### config.mk
export PLATFORM = sky130hd
export DESIGN_NAME = instr_fetch
export DESIGN_NICKNAME = d
export VERILOG_FILES = /design/src/rtl/fetch_pkg.sv /design/src/rtl/fetch_queue.sv /design/src/rtl/instr_fetch.sv
export SDC_FILE = /design/constraint.sdc
export NUM_CORES = 1
export LEC_CHECK = 0
export ABC_AREA = 1
export BUFFER_PORTS_ARGS = -buffer_cell sky130_fd_sc_hd__buf_2
export CAP_MARGIN = 20
export CORE_ASPECT_RATIO = 0.8
export CORE_UTILIZATION = 48
export DETAILED_ROUTE_END_ITERATION = 16
export PLACE_DENSITY = 0.76
export SLEW_MARGIN = 40
export SYNTH_ARGS = -nofsm -noshare
export SYNTH_HDL_FRONTEND = slang
export SYNTH_SLANG_ARGS = --single-unit
### constraint.sdc
create_clock -name clk -period 3.4 [get_ports clk]
set_input_delay 0.34 -clock clk [delete_from_list [all_inputs] [get_ports clk]]
set_output_delay 0.34 -clock clk [all_outputs]
set_load 0.005 [all_outputs]
### src/rtl/fetch_pkg.sv
// rtl/fetch_pkg.sv - shared types and constants for the instruction fetch stage
//
// Purpose : queue entry layout and fetch constants used by instr_fetch and
//           fetch_queue.
// Contents: fetch_entry_t    {pc, instr} pair carried toward decode
//           INSTR_BYTES      PC increment per fetched instruction
//           RESET_PC_DEFAULT default fetch PC after reset
package fetch_pkg;

    typedef struct packed {
        logic [31:0] pc;
        logic [31:0] instr;
    } fetch_entry_t;

    localparam logic [31:0] INSTR_BYTES      = 32'd4;
    localparam logic [31:0] RESET_PC_DEFAULT = 32'h0000_0000;

endpackage

### src/rtl/fetch_queue.sv
// rtl/fetch_queue.sv - synchronous FIFO of fetch entries with flush
//
// Purpose : small in-order buffer between fetch and decode. The head entry is
//           read straight out of the storage registers, so dout never depends
//           combinationally on din.
// Ports   : clk, rst      clock, synchronous active-high reset
//           push, din     enqueue din this cycle (ignored when full and not popping)
//           pop           dequeue head this cycle (ignored when empty)
//           flush         drop every entry, including a same-cycle push
//           dout          head entry, valid while empty=0
//           empty, full   occupancy flags
module fetch_queue
    import fetch_pkg::*;
#(
    parameter int DEPTH = 2
) (
    input  logic         clk,
    input  logic         rst,
    input  logic         push,
    input  logic         pop,
    input  logic         flush,
    input  fetch_entry_t din,
    output fetch_entry_t dout,
    output logic         empty,
    output logic         full
);

    localparam int AW = $clog2(DEPTH);
    localparam int CW = $clog2(DEPTH) + 1;

    fetch_entry_t    mem [DEPTH];
    logic [AW-1:0]   rd_ptr;
    logic [AW-1:0]   wr_ptr;
    logic [CW-1:0]   count;
    logic            pop_ok;
    logic            push_ok;

    assign empty = (count == '0);
    assign full  = (count == CW'(DEPTH));

    // A full queue may still accept a write when the head leaves this cycle.
    assign pop_ok  = pop & ~empty;
    assign push_ok = push & (~full | pop_ok);

    assign dout = mem[rd_ptr];

    always_ff @(posedge clk) begin
        if (rst || flush) begin
            rd_ptr <= '0;
            wr_ptr <= '0;
            count  <= '0;
        end else begin
            if (push_ok) begin
                wr_ptr <= wr_ptr + AW'(1);
            end
            if (pop_ok) begin
                rd_ptr <= rd_ptr + AW'(1);
            end
            if (push_ok && !pop_ok) begin
                count <= count + CW'(1);
            end else if (pop_ok && !push_ok) begin
                count <= count - CW'(1);
            end
        end
    end

    // Storage carries no reset; occupancy alone decides what is valid.
    always_ff @(posedge clk) begin
        if (push_ok && !flush) begin
            mem[wr_ptr] <= din;
        end
    end

endmodule

### src/rtl/instr_fetch.sv
// rtl/instr_fetch.sv - fetch-stage PC owner and instruction buffer toward decode
//
// Purpose : drives the instruction memory address from the PC register,
//           captures {pc, instr} on each memory response, advances the PC by
//           one instruction per capture and handles redirects from later stages.
// Ports   : clk, rst                         clock, synchronous active-high reset
//           imem_pc                          fetch address (the PC register)
//           imem_instr, imem_valid           memory response for imem_pc
//           redirect_valid, redirect_pc      replace the PC and flush wrong-path state
//           if_valid, if_ready               handshake toward decode
//           if_pc, if_instr                  queue head contents
module instr_fetch
    import fetch_pkg::*;
#(
    parameter logic [31:0] RESET_PC = RESET_PC_DEFAULT,
    parameter int          DEPTH    = 2
) (
    input  logic        clk,
    input  logic        rst,
    output logic [31:0] imem_pc,
    input  logic [31:0] imem_instr,
    input  logic        imem_valid,
    input  logic        redirect_valid,
    input  logic [31:0] redirect_pc,
    output logic        if_valid,
    input  logic        if_ready,
    output logic [31:0] if_pc,
    output logic [31:0] if_instr
);

    logic [31:0]  pc;
    logic [31:0]  redirect_target;
    logic         pop;
    logic         push;
    logic         q_empty;
    logic         q_full;
    fetch_entry_t q_din;
    fetch_entry_t q_dout;

    // Targets are word aligned; low address bits from later stages are dropped.
    assign redirect_target = redirect_pc & ~32'h0000_0003;

    assign if_valid = ~q_empty;
    assign pop      = if_valid & if_ready;
    // A response in a redirect cycle belongs to the wrong path and is discarded.
    assign push     = imem_valid & ~redirect_valid & (~q_full | pop);

    assign q_din.pc    = pc;
    assign q_din.instr = imem_instr;

    assign imem_pc  = pc;
    assign if_pc    = q_dout.pc;
    assign if_instr = q_dout.instr;

    always_ff @(posedge clk) begin
        if (rst) begin
            pc <= RESET_PC;
        end else if (redirect_valid) begin
            pc <= redirect_target;
        end else if (push) begin
            pc <= pc + INSTR_BYTES;
        end
    end

    fetch_queue #(
        .DEPTH (DEPTH)
    ) u_queue (
        .clk   (clk),
        .rst   (rst),
        .push  (push),
        .pop   (pop),
        .flush (redirect_valid),
        .din   (q_din),
        .dout  (q_dout),
        .empty (q_empty),
        .full  (q_full)
    );

endmodule

==> impl_metrics.py <==
metrics = {
    "global_route": {
        "grt_first_pass_wirelength_mm": 24.0,
        "met1_usage_pct": 26.5,
        "grtUsageMet2_pct": 35.6,
        "grt_use_total_pct": 21.6,
        "grt_antenna_before_repair": 1,
        "grt_start_max_net_pins": 45,
        "grt-ovfl-total": 0,
        "busiest_layer": "met2",
        "grt_pass1_vias": 4976,
        "use_met3_pct": 6.73,
    },
    "logic_synthesis": {
        "syn_avg_cell_area_um2": 11.6,
        "synth_seq_area_share_pct": 63.5,
        "synth_top_family_by_area": "simple AND/OR/NAND/NOR gates",
        "yosys-top-cells-area": "edfxtp_1, dfxtp_1, mux2_2, nand2_1, inv_1",
        "syn_area_um2": 6970,
        "synthAdderAreaFrac_pct": 0.359,
        "ys_ff_latch": 159,
        "netlist_instances": 598,
        "synth_compound_area_share_pct": 5.51,
        "synth_top_area_share_pct": 53.4,
        "ys_warn_count": 0,
        "async_flop_share_pct": 0,
        "synth_xor_area_share_pct": 0.629,
        "synth_mux_area_share_pct": 10.0,
        "synth-main-ff-cell": "edfxtp_1",
        "synth_largest_area_cell": "edfxtp_1",
        "synth_edf_count": 124,
        "synth-simple-area-share_pct": 14.7,
        "ys_types": 33,
    },
    "critical_path": {
        "worst-path-stages": 3,
        "crit_buf_inv": 2,
        "crit_chain": "buf_4, mux2_2, buf_2",
        "path_class": "flop to primary output",
        "cp_slowest_cell": "dfxtp_2",
        "path_max_fanout": 22,
        "cp.arrival_ns": 2.05,
        "start_kind": "flop",
        "required_ns": 3.06,
        "worstSetupEndpointType": "primary output",
        "slowest_delay_ns": 0.69,
        "rr_worst_depth": 9,
        "critPathTopFamily": "flip-flops",
    },
    "routing": {
        "viasPerCell": 5.20,
        "drt_iter0_markers": 358,
        "ant_nets": 0,
        "drt_first_pass_iters": 5,
        "dr_total_vias": 4978,
        "wirelength_mm": 15.6,
        "routedWlPerCell_um": 16.3,
        "drc": 0,
    },
    "power": {
        "cellPowerDensity_nw_per_um2": 532,
        "peakVddDrop_v": 0.000436,
        "p_leak_uw": 0.00339,
        "finalPower_uw": 4550,
    },
    "placed_design": {
        "io_buffers": 159,
        "place_hpwl_mm": 10.5,
        "postPlaceCellArea_um2": 7940,
        "gp_congestion": 0.849,
    },
    "cts": {
        "cts_buffer_depth": 2,
        "ctsHoldBuffers": 0,
        "root_buffer": "clkbuf_16",
        "clkTransAtPathRegs_ns": 0.06,
        "cts_tree": "done",
        "clock-sinks": 159,
        "post_cts_buffers": 0,
        "cts_max_level": 4,
        "cts_buffers": 17,
        "clk_latency_ns": 0.42,
        "ctsResizeCount": 0,
    },
    "timing": {
        "relSlewSlack_pct": 54.1,
        "fin_setup_tns_ns": 0,
        "min_period_over_period_pct": 70.3,
        "rsz0062_at_grt": "false",
        "skew_ns": 0.00565,
        "setup_viol": 0,
        "worst_slew_pin_slew_ns": 0.689,
        "slew_violations": 0,
        "fmax_mhz": 418,
        "hold_viol": 0,
        "fin_crit_ns": 2.39,
    },
    "finish": {
        "fin_area_um2": 8560,
        "final_util_pct": 61.9,
        "mostFrequentLayoutCells": "buf_2, edfxtp_1, nand2_1",
        "syn_to_final_growth_pct": 22.8,
        "nets": 834,
        "final_common_cell": "buf_2",
        "drive_gt1_share_pct": 38.1,
    },
    "die": {
        "num_rows": 38,
        "die_w_um": 137,
        "dieArea_um2": 15000,
        "pin_count": 166,
        "die_height_um": 110,
        "initial_core_util_pct": 50.4,
        "core_um2": 13800,
    },
    "flow_run": {
        "drv_cap": 0,
    },
    "worst_hold_path": {
        "hold_path_class": "primary input to flop",
        "hold_depth": 1,
    },
    "outcome": {
        "status": "complete, no violations",
    },
}
-- sequential cells by signal, indices dropped and copies added, names as in the netlist, named ones only --
name            count
imem_pc            30
u_queue.rd_ptr      1
u_queue.count       2
u_queue.mem       124
u_queue.wr_ptr      1
-- worst paths after layout --
path	from	end	slack, ns
max	flop	if_instr[15]	1.01
min	imem_instr[28]	u_queue.mem[1][28]$_DFFE_PP_	0.11
max reg2reg	u_queue.count[0]$_SDFFE_PP0P_	u_queue.count[1]$_SDFFE_PP0P_	1.11
min reg2reg	u_queue.rd_ptr$_SDFFE_PP0P_	flop	0.47
-- layout make-up --
| type | instances | area, um^2 |
|---|---|---|
| diodes | 1 | 2.50 |
| flip-flops and latches | 159 | 4430 |
| multi-input cells | 356 | 2200 |
| clock inverters | 12 | 184 |
| clock buffers | 20 | 437 |
| fillers | 1108 | 5280 |
| inverters | 64 | 240 |
| well taps | 180 | 225 |
| repair buffers | 165 | 841 |
-- synth_stat cells, types with 2 or more instances --
cell,instances
o21ai_1,21
nand2_1,112
inv_2,6
o21ai_0,13
nor2_2,4
nor2_8,3
nor2_1,36
nand3_1,34
dfxtp_1,35
buf_4,7
inv_1,58
edfxtp_1,124
a31oi_1,3
a21oi_1,24
clkbuf_1,7
xor2_1,5
a21oi_2,5
nand2_4,3
nor2_4,6
and2_1,3
buf_2,7
mux2_2,62
nand2_2,5
ha_1,2
o211ai_1,2
nand3_2,4
-- logic make-up after synthesis --
kind of cell / after synthesis
and+or+nand+nor: 213
DFF: 159
buffers and inverters: 86
AOI/OAI and AO/OA: 70
muxes: 62
xor gates and xnor gates: 5
adders and majority gates: 2
other: 1
-- power by group --
part	internal, uW	switching, uW
logic	147	182
registers	2170	59.4
clock network	1240	751
-- layer usage --
metal	vias up	part of all wire [%]
met5	-	0
met4	0	1.9
met3	34	7.3
met2	200	47
met1	2357	44
li1	2387	-
-- per-stage QoR --
step	hold WS (ns)	setup slack [ns]	instances
after floorplan	0.439	0.714	601
after global placement	0.451	0.948	924
after detailed placement	0.467	0.860	924
after CTS	0.0917	0.974	956
after global routing	0.0843	0.888	957
final	0.106	1.01	957
(Power assumes the default switching activity.)
